### src/rtl/gb_pkg.sv
// Shared types and constants for the bus-local decoder.
package gb_pkg;

    // Region an address falls into; NONE marks "no read response pending".
    typedef enum logic [2:0] {
        NONE,
        LOCAL_CSR,
        LOCAL_RAM,
        LOCAL_ERR,
        SUB,
        UNMAPPED
    } region_t;

    localparam logic [31:0] DEADBEEF  = 32'hDEADBEEF;
    localparam int          ERR_CNT_W = 16;

endpackage

### src/rtl/gb_addr_decode.sv
// Combinational word-address classifier: local CSR / RAM / error counter,
// subordinate window, or unmapped, plus the index within that region.
module gb_addr_decode
    import gb_pkg::*;
#(
    parameter int AW       = 12,
    parameter int NCSR     = 4,
    parameter int RAM_AW   = 3,
    parameter int RAM_BASE = 'h40,
    parameter int LOCAL_AW = 7,
    parameter int NSUB     = 2,
    parameter int SUB_AW   = 10,
    parameter int CSR_IW   = (NCSR > 1) ? $clog2(NCSR) : 1,
    parameter int SUB_IW   = (NSUB > 1) ? $clog2(NSUB) : 1
) (
    input  logic [AW-1:0]     addr,
    output region_t           region,
    output logic [CSR_IW-1:0] csr_idx,
    output logic [RAM_AW-1:0] ram_idx,
    output logic [SUB_IW-1:0] sub_idx
);

    localparam int WIN_W = AW - SUB_AW;

    localparam logic [AW-1:0]    LOCAL_END = AW'(2**LOCAL_AW);
    localparam logic [AW-1:0]    ERR_ADDR  = AW'(2**LOCAL_AW - 1);
    localparam logic [AW-1:0]    CSR_END   = AW'(NCSR);
    localparam logic [AW-1:0]    RAM_LO    = AW'(RAM_BASE);
    localparam logic [AW-1:0]    RAM_HI    = AW'(RAM_BASE + 2**RAM_AW);
    localparam logic [WIN_W-1:0] WIN_LAST  = WIN_W'(NSUB);

    logic [WIN_W-1:0] win;

    assign win = addr[AW-1:SUB_AW];

    // Window 0 holds the local region; windows 1..NSUB map to subordinates.
    always_comb begin
        region  = UNMAPPED;
        csr_idx = addr[CSR_IW-1:0];
        ram_idx = addr[RAM_AW-1:0];
        sub_idx = SUB_IW'(win - WIN_W'(1));
        if (addr < LOCAL_END) begin
            if (addr < CSR_END) begin
                region = LOCAL_CSR;
            end else if (addr >= RAM_LO && addr < RAM_HI) begin
                region = LOCAL_RAM;
            end else if (addr == ERR_ADDR) begin
                region = LOCAL_ERR;
            end
        end else if (win != '0 && win <= WIN_LAST) begin
            region = SUB;
        end
    end

endmodule

### src/rtl/gb_local_decoder.sv
// Bus-local decoder: CSR bank, small RAM, unmapped-access counter and
// pass-through subordinate channels behind a single-cycle read bus.
module gb_local_decoder
    import gb_pkg::*;
#(
    parameter int                    AW       = 12,
    parameter int                    DW       = 32,
    parameter int                    NCSR     = 4,
    parameter int                    CSR_W    = 8,
    parameter logic [NCSR*CSR_W-1:0] CSR_INIT = '0,
    parameter int                    RAM_AW   = 3,
    parameter int                    RAM_DW   = 4,
    parameter int                    RAM_BASE = 'h40,
    parameter int                    LOCAL_AW = 7,
    parameter int                    NSUB     = 2,
    parameter int                    SUB_AW   = 10
) (
    input  logic                  gb_clk,
    input  logic                  gb_rst,
    input  logic [AW-1:0]         gb_addr,
    input  logic [DW-1:0]         gb_dout,
    input  logic                  gb_we,
    input  logic                  gb_re,
    output logic [DW-1:0]         gb_din,
    output logic                  gb_rvalid,
    output logic [NCSR*CSR_W-1:0] csr_q,
    output logic [NCSR-1:0]       csr_ws,
    output logic [NCSR-1:0]       csr_rs,
    input  logic [NCSR-1:0]       csr_ld,
    input  logic [NCSR*CSR_W-1:0] csr_ld_val,
    input  logic [RAM_AW-1:0]     ram_raddr,
    output logic [RAM_DW-1:0]     ram_rdata,
    output logic [NSUB*AW-1:0]    sub_addr,
    output logic [NSUB*DW-1:0]    sub_dout,
    output logic [NSUB-1:0]       sub_we,
    output logic [NSUB-1:0]       sub_re,
    input  logic [NSUB*DW-1:0]    sub_din
);

    localparam int CSR_IW = (NCSR > 1) ? $clog2(NCSR) : 1;
    localparam int SUB_IW = (NSUB > 1) ? $clog2(NSUB) : 1;

    // Reject parameter sets whose address map is inconsistent.
    if (LOCAL_AW > SUB_AW) begin : g_bad_local_aw
        $error("local region is larger than one subordinate window");
    end
    if ((NSUB + 1) * (2**SUB_AW) > 2**AW) begin : g_bad_sub_map
        $error("subordinate windows do not fit in the bus address space");
    end
    if (CSR_W > DW) begin : g_bad_csr_w
        $error("CSR wider than bus data");
    end
    if (RAM_DW > DW) begin : g_bad_ram_dw
        $error("RAM word wider than bus data");
    end
    if (RAM_BASE % (2**RAM_AW) != 0) begin : g_bad_ram_align
        $error("RAM base not aligned to RAM size");
    end
    if (NCSR > RAM_BASE) begin : g_bad_csr_ram
        $error("CSR words overlap RAM words");
    end
    if (RAM_BASE + 2**RAM_AW > 2**LOCAL_AW - 1) begin : g_bad_ram_err
        $error("RAM words overlap the error counter word");
    end
    if (NCSR > 2**LOCAL_AW - 1) begin : g_bad_csr_err
        $error("CSR words overlap the error counter word");
    end

    region_t             dec_region;
    logic [CSR_IW-1:0]   dec_csr_idx;
    logic [RAM_AW-1:0]   dec_ram_idx;
    logic [SUB_IW-1:0]   dec_sub_idx;

    logic                wr_en;
    logic                rd_en;

    logic [CSR_W-1:0]    csr_val_q [NCSR];
    logic [CSR_W-1:0]    csr_val_d [NCSR];
    logic [NCSR-1:0]     csr_ws_q, csr_ws_d;
    logic [NCSR-1:0]     csr_rs_q, csr_rs_d;
    logic [ERR_CNT_W-1:0] err_cnt_q, err_cnt_d;
    logic                rvalid_q, rvalid_d;
    region_t             sel_q, sel_d;
    logic [SUB_IW-1:0]   sub_sel_q, sub_sel_d;
    logic [DW-1:0]       rdata_q, rdata_d;

    logic [RAM_DW-1:0]   mem [2**RAM_AW];
    logic [RAM_DW-1:0]   ram_rdata_q, ram_rdata_d;

    gb_addr_decode #(
        .AW       (AW),
        .NCSR     (NCSR),
        .RAM_AW   (RAM_AW),
        .RAM_BASE (RAM_BASE),
        .LOCAL_AW (LOCAL_AW),
        .NSUB     (NSUB),
        .SUB_AW   (SUB_AW),
        .CSR_IW   (CSR_IW),
        .SUB_IW   (SUB_IW)
    ) u_decode (
        .addr    (gb_addr),
        .region  (dec_region),
        .csr_idx (dec_csr_idx),
        .ram_idx (dec_ram_idx),
        .sub_idx (dec_sub_idx)
    );

    // A write and a read in the same cycle is treated as a write only.
    assign wr_en = gb_we;
    assign rd_en = gb_re & ~gb_we;

    // Subordinate channels are pure pass-through, gated by window hit.
    always_comb begin
        for (int k = 0; k < NSUB; k++) begin
            sub_addr[k*AW +: AW] = gb_addr - AW'((k + 1) * (2**SUB_AW));
            sub_dout[k*DW +: DW] = gb_dout;
            sub_we[k] = wr_en && dec_region == SUB && dec_sub_idx == SUB_IW'(k);
            sub_re[k] = rd_en && dec_region == SUB && dec_sub_idx == SUB_IW'(k);
        end
    end

    // Next-state for CSRs, strobes, error counter and the read pipeline stage.
    always_comb begin
        for (int i = 0; i < NCSR; i++) begin
            csr_val_d[i] = csr_val_q[i];
        end
        csr_ws_d  = '0;
        csr_rs_d  = '0;
        err_cnt_d = err_cnt_q;
        rvalid_d  = 1'b0;
        sel_d     = NONE;
        sub_sel_d = dec_sub_idx;
        rdata_d   = '0;

        // Fabric load first so that a host write to the same CSR overrides it.
        for (int i = 0; i < NCSR; i++) begin
            if (csr_ld[i]) begin
                csr_val_d[i] = csr_ld_val[i*CSR_W +: CSR_W];
            end
            if (dec_region == LOCAL_CSR && dec_csr_idx == CSR_IW'(i)) begin
                if (wr_en) begin
                    csr_val_d[i] = gb_dout[CSR_W-1:0];
                    csr_ws_d[i]  = 1'b1;
                end
                if (rd_en) begin
                    csr_rs_d[i] = 1'b1;
                end
            end
        end

        if (wr_en && dec_region == LOCAL_ERR) begin
            err_cnt_d = '0;
        end else if ((wr_en || rd_en) && dec_region == UNMAPPED && err_cnt_q != '1) begin
            err_cnt_d = err_cnt_q + ERR_CNT_W'(1);
        end

        if (rd_en) begin
            rvalid_d = 1'b1;
            sel_d    = dec_region;
            case (dec_region)
                LOCAL_CSR: rdata_d = DW'(csr_val_q[dec_csr_idx]);
                LOCAL_RAM: rdata_d = DW'(mem[dec_ram_idx]);
                LOCAL_ERR: rdata_d = DW'(err_cnt_q);
                UNMAPPED:  rdata_d = DW'(DEADBEEF);
                default:   rdata_d = '0;
            endcase
        end
    end

    // Control and read-pipeline registers with synchronous reset.
    always_ff @(posedge gb_clk) begin
        if (gb_rst) begin
            for (int i = 0; i < NCSR; i++) begin
                csr_val_q[i] <= CSR_INIT[i*CSR_W +: CSR_W];
            end
            csr_ws_q  <= '0;
            csr_rs_q  <= '0;
            err_cnt_q <= '0;
            rvalid_q  <= 1'b0;
            sel_q     <= NONE;
            sub_sel_q <= '0;
            rdata_q   <= '0;
        end else begin
            for (int i = 0; i < NCSR; i++) begin
                csr_val_q[i] <= csr_val_d[i];
            end
            csr_ws_q  <= csr_ws_d;
            csr_rs_q  <= csr_rs_d;
            err_cnt_q <= err_cnt_d;
            rvalid_q  <= rvalid_d;
            sel_q     <= sel_d;
            sub_sel_q <= sub_sel_d;
            rdata_q   <= rdata_d;
        end
    end

    // Fabric read port samples the array before this edge's write lands.
    always_comb begin
        ram_rdata_d = mem[ram_raddr];
    end

    // RAM storage and fabric read register; contents survive reset.
    always_ff @(posedge gb_clk) begin
        if (wr_en && dec_region == LOCAL_RAM) begin
            mem[dec_ram_idx] <= gb_dout[RAM_DW-1:0];
        end
        ram_rdata_q <= ram_rdata_d;
    end

    // Read data mux: subordinate data arrives late, so it is picked here by the registered select.
    always_comb begin
        gb_din = '0;
        if (rvalid_q) begin
            if (sel_q == SUB) begin
                gb_din = sub_din[sub_sel_q*DW +: DW];
            end else begin
                gb_din = rdata_q;
            end
        end
    end

    // Output packing.
    always_comb begin
        for (int i = 0; i < NCSR; i++) begin
            csr_q[i*CSR_W +: CSR_W] = csr_val_q[i];
        end
    end

    assign csr_ws    = csr_ws_q;
    assign csr_rs    = csr_rs_q;
    assign gb_rvalid = rvalid_q;
    assign ram_rdata = ram_rdata_q;

endmodule

### config.mk
export PLATFORM = sky130hd
export DESIGN_NAME = gb_local_decoder
export DESIGN_NICKNAME = d
export VERILOG_FILES = /design/src/rtl/gb_pkg.sv /design/src/rtl/gb_addr_decode.sv /design/src/rtl/gb_local_decoder.sv
export SDC_FILE = /design/constraint.sdc
export NUM_CORES = 1
export LEC_CHECK = 0
export CAP_MARGIN = 40
export CORE_UTILIZATION = 45
export DETAILED_ROUTE_END_ITERATION = 12
export PLACE_DENSITY = 0.94
export SLEW_MARGIN = 40
export SYNTH_ARGS = -nofsm -noshare
export SYNTH_HDL_FRONTEND = slang
export SYNTH_SLANG_ARGS = --single-unit
### constraint.sdc
create_clock -name gb_clk -period 7.67 [get_ports gb_clk]
set_clock_uncertainty 0.05 [all_clocks]
set_input_delay 1.534 -clock gb_clk [delete_from_list [all_inputs] [get_ports gb_clk]]
set_output_delay 1.534 -clock gb_clk [all_outputs]
set_load 0.005 [all_outputs]
# Yosys cells after proc, flatten, opt, wreduce, memory -nomap -nowiden
# Memories as Yosys holds them, arrays and structs flattened. A register that Yosys moved wholly into a read port is not among the register bits.
# Index checks and enable logic that the tools add are counted.
# totals
ff_bits,61
output_inout_bits,169
input_bits,151
elab_cells,104
n_memories,2
mem_bits_rw,64
# memory_table
name,words,width,rd,rd_clocked_by_memory_dff,wr,line,text
csr_val_q,4,8,5,0,4,gb_local_decoder.sv:77,logic [CSR_W-1:0] csr_val_q [NCSR];
mem,8,4,2,1,1,gb_local_decoder.sv:87,logic [RAM_DW-1:0] mem [2**RAM_AW];
# classes
eq_ne,11
n_addsub,4
n_shift,1
mux,31
n_lt_le_gt_ge,5
bitwise_logic,12
n_reduce_logical,25
# ops
cell,count
2-to-1 mux 8 bit,16
case mux 32 bit (4 select lines),1
2-to-1 mux 32 bit,2
indexed part select 64 x 7 -> 32 bit,1
adder 16 x 1 -> 16 bit (second input constant),1
logical AND 1 bit,16
!= test 16 bit (second input constant),1
equality test 12 x 7 -> 1 bit (second input constant),1
greater-or-equal comparator 12 x 7 -> 1 bit (second input constant),1
< comparator 12 x 3 -> 1 bit (second input constant),1
< comparator 12 x 7 -> 1 bit (second input constant),1
< comparator 12 x 8 -> 1 bit (second input constant),1
2-to-1 mux 3 bit,4
OR reduction 2 bit,6
subtractor 12 x 11 -> 12 bit (second input constant),1
subtractor 12 bit (second input constant),1
equality test 3 bit (second input constant),3
2-to-1 mux 1 bit,8
inverter 1 bit,7
equality test 3 x 2 -> 1 bit (second input constant),2
equality test 2 bit (second input constant),2
OR 1 bit,4
equality test 3 x 1 -> 1 bit (second input constant),1
equality test 2 x 1 -> 1 bit (second input constant),1
other kinds (6),6

# Longest topological paths before layout
# logic_depth
ltp_word,9
depth_mapped,9
mapped_depth_nobuf,8

# Modules after synthesis
# A second synthesis with hierarchy kept.
# unflattened
cells_unflattened,664
area_unflattened_um2,6557.5
# modules_own_cells
mod,cells_each,area_each_um2,instances,seq_area_each_um2
gb_local_decoder,646,6419.9,1,2602.5
gb_addr_decode,18,137.6,1,0.0

# Worst setup path before layout
# OpenSTA, ideal clock, no wires.
# synth_timing
path_type,input to output
startpoint,input port gb_addr[10]
endpoint,output port sub_re[0]
slack_ns,3.668
path_buffers,0
stages,6
t_arrival_ns,2.418
required_ns,6.086
path_cell_list,inv_1 ha_1 inv_1 o21ai_0 nand2_1 nor3_1
# synth_via
elab_chain_len,8
# synth_rtl
element,line,text
"start, declared",gb_local_decoder.sv:20,"input logic [AW-1:0] gb_addr,"
greater-or-equal comparator 12 x 7 -> 1 bit (tied with other cells),gb_addr_decode.sv:45,end else if (addr >= RAM_LO && addr < RAM_HI) begin
logical AND 1 bit / 2-to-1 mux 3 bit (equally long branches),"gb_addr_decode.sv:45, gb_addr_decode.sv:47",
2-to-1 mux 3 bit,gb_addr_decode.sv:45,
2-to-1 mux 3 bit,gb_addr_decode.sv:43,if (addr < CSR_END) begin
2-to-1 mux 3 bit,gb_addr_decode.sv:42,if (addr < LOCAL_END) begin
equality test 3 bit,gb_local_decoder.sv:118,sub_re[k] = rd_en && dec_region == SUB && dec_sub_idx == SUB_IW'(k);
logical AND 1 bit,gb_local_decoder.sv:118,
logical AND 1 bit (*),gb_local_decoder.sv:118,
"end, declared",gb_local_decoder.sv:36,"output logic [NSUB-1:0] sub_re,"
# Every way passes the cells marked *; elsewhere a longest branch is shown, timed or not.

# Worst setup path after layout
# layout_timing
startpoint,input port gb_addr[10]
endpoint,output port sub_re[1]
# Same word-level chain as after synthesis.

==> summary.md <==
| Metric | Value |
|---|---|
| Fillcell total | 1,126 |
| Final Max Tran Viols | 0 |
| Pin count of the biggest net entering global routing | 46 |
| Most common cell after layout, fill and taps aside | clkdlybuf4s50_1 |
| Resize count post-CTS | 0 |
| Root Driver | clkbuf_16 |
| Synth Flop Type | dfxtp_1 |
| Post-synthesis mux area share | 20.1% |
| Internal reg-to-reg setup slack | 5590 ps |
| # diodes | 0 |
| Die Ht | 123 um |
| Syn avg cell area | 10.2 um^2 |
| Synth cell types | 55 |
| Die Wd | 123 um |
| DRT antenna net count | 0 |
| Final setup viols | 0 |
| WHS | 459 ps |
| Multi-input combinational cell area | 3160 um^2 |
| Synth Area in Simple Gates | 14.9% |
| WL/cell | 20.8 um |
| Required @ worst endpoint | 6090 ps |
| Period minus WS final | 5350 ps |
| Hold path start | err_cnt_q[4] |
| Rows | 44 |
| Power per cell area | 186 nW/um^2 |
| Post-route worst setup slack | 2320 ps |
| Share of layout cells above drive strength 1 | 11.3% |
| Maximum VDD drop | 0.125 mV |
| DP Area | 8520 um^2 |
| Max clock buf depth | 2 |
| Layout Nets | 948 |
| DRT Pass-1 Iters | 5 |
| Top cell family by delay on the critical path | buffers and inverters |
| Total negative slack | 0 ps |
| Bufs and invs on worst path | 4 |
| Peak Freq | 187 MHz |
| Fin. Hold Viols | 0 |
| Post-Synth XOR/XNOR Area | 0.792% |
| Finished Cell Area | 9120 um^2 |
| Die area | 15,200 um^2 |
| Post-route insts no fill | 991 |
| WHS Endpoint | err_cnt_q[4] |
| Syn-to-layout area delta | 37.4% |
| Post-synth EDFFs | 32 |
| Asr flop ratio synth | 0% |
| Reg-to-reg startpoint | err_cnt_q[6] |
| Seq cells post-synth | 114 |
| Cell count after synthesis | 653 |
| Worst Setup Slack post-DPL | 2380 ps |
| CP Class | in -> out |
| Worst relative slew slack | 48.9% |
| Residual DRC | 0 |
| R2r worst-path depth | 6 |
| Hold Path Depth | 2 |
| Slowest CP cell | clkdlybuf4s50_1 |
| Worst-margin pin slew | 757 ps |
| Worst r2r dst | err_cnt_q[8] |
| Mapped Nets | 807 |
| P_leak | 3.59 nW |
| Synthesis Warnings | 0 |
| Crit path launch type | input port |
| WP data arrival | 3760 ps |
| CP endpoint kind | output pin |
| Vias in the first global route | 5,557 |
| Unrepaired setup endpoints after global routing | no |
| Worst-Skew Late Latency | 410 ps |
| Setup Fix Bufs, Post-CTS | 0 |
| Dominant combinational cell family by area after synthesis | multiplexers |
| Storage cell area | 2610 um^2 |
| Clk pin slew, worst setup/hold paths | 60 ps |
| Htree depth | 4 |
| CTS Buf Count | 17 |
| Total GRT Usage | 26.8% |
| I/O pin cnt | 320 |
| PortBufs | 247 |
| CP max FO | 6 |
| Initial Util | 45.8% |
| Clk sinks | 114 |
| Most frequent cells in the layout | clkdlybuf4s50_1, dfxtp_1, mux2i_1, nor2_1, nand2_1 |
| Post-synthesis sequential area ratio | 39.2% |
| Final period util | 69.7% |
| RePlAce Congestion | 0.945 |
| Post-Synth Adder-Cell Area | 0.566% |
| Post-Syn Area | 6630 um^2 |
| Hold Path Class | reg -> reg |
| Max incr delay on CP | 550 ps |
| Avg Vias per Cell | 5.66 |
| DPL Wire Length | 15.5 mm |
| CTS Hold Bufs | 0 |
| Outcome | finished, final reports clean |
| Maxcap violations | 0 |
| Inst Count DP | 959 |
| 1st-iter DRT viols | 357 |
| Total gr overflow | 0 |
| First-pass GRT wire length | 30.4 mm |
| Worst path cell trace | clkdlybuf4s50_1 -> inv_1 -> ha_1 -> inv_1 -> o21ai_0 -> nand2_1 -> nor3_1 -> clkdlybuf4s50_1 |
| CTS tree | yes |
| Compound-cell area share of the yosys netlist | 11.2% |
| Vias post-DR | 5,611 |
| Post-Route WL | 20.6 mm |
| Initial antenna violation count | 0 |
| Core area | 14,500 um^2 |
-- power breakdown --
| part | internal, mW | switching (mW) | total (mW) | leakage [nW] |
|---|---|---|---|---|
| Combinational | 0.152 | 0.101 | 0.253 | 2.35 |
| Sequential | 0.636 | 0.0192 | 0.655 | 0.959 |
| Clock | 0.462 | 0.326 | 0.788 | 0.281 |
| Total | 1.25 | 0.447 | 1.70 | 3.59 |
-- through the flow --
| step | power [mW] | util (%) |
|---|---|---|
| 5_1_grt | 1.75 | 63.0 |
| 4_1_cts | 1.70 | 62.9 |
| 3_3_place_gp | 0.914 | 58.8 |
| 3_5_place_dp | 0.919 | 58.9 |
| 6_report | 1.70 | 63.0 |
| 2_1_floorplan | 0.801 | - |
-- final cells by class --
cell class              count  area share [%]
repair buffers            251            27.4
clock buffers              17            4.67
inverters                   8           0.329
multi-input cells         402            34.7
clock inverters            15            1.77
well taps                 184            2.53
flip-flops and latches    114            28.6
-- state kept, by name, indices dropped and copies added (netlist names) --
signal	flops
csr_val_q	32
mem	32
rdata_q	17
err_cnt_q	16
csr_rs	4
csr_ws	4
ram_rdata	4
sel_q	3
gb_rvalid	1
sub_sel_q	1
-- cell usage after synthesis, drive strengths merged, types with 3 or more instances --
cell	n	area share, %
buf	110	12
ha	3	0.57
mux2	4	0.68
o21ai	4	0.30
nor3b	3	0.34
edfxtp	32	14
nand4	8	1.1
a221oi	4	0.53
o211a	16	2.4
dfxtp	82	25
nor3	16	1.2
nand2	41	2.3
nand3	10	0.98
and3	9	0.94
xor2	3	0.40
and2	3	0.28
a22oi	4	0.45
xnor2	3	0.40
or2	4	0.38
a211oi	33	4.2
mux2i	75	11
a21oi	24	1.8
or3	7	0.66
nor4	5	0.47
mux4	24	8.1
nand4b	3	0.85
nor2	73	4.1
inv	8	0.45
nand2b	6	0.57
clkbuf	19	1.2
-- worst max-delay path by stage --
stage | from | endpoint | slack (ps) | cells after the start
2_1_floorplan | gb_addr[10] | sub_re[0] | 3670 | 6
3_3_place_gp | gb_addr[10] | sub_re[1] | 2460 | 8
3_5_place_dp | gb_addr[10] | sub_re[1] | 2380 | 8
4_1_cts | gb_addr[10] | sub_re[1] | 2350 | 8
5_1_grt | gb_addr[10] | sub_re[1] | 2160 | 8
6_report | gb_addr[10] | sub_re[1] | 2320 | 8
-- kinds of logic after synthesis --
kind of cell	Yosys count
simple gates	193
compound gates	97
flops	114
fa+ha+maj	3
xor+xnor	6
mux	103
buf+inv	137
-- per-layer routing --
metal	vias up	wire length [um]	part of all wire [%]	track usage, %
met3	31	2120	10	9.04
met5	-	0	0	0
met2	321	10400	51	47.9
met4	0	374	1.8	8.43
met1	2670	7700	37	29.8
li1	2589	-	-	-
-- worst register-to-register path: stages, from the launching register on --
cell,delay (ps)
dfxtp_1,460
and4_1,270
nand3_1,130
o311ai_0,690
nor3_1,140
xnor2_1,170
nor2_1,50
No activity file was read; power rests on OpenSTA's default activity.
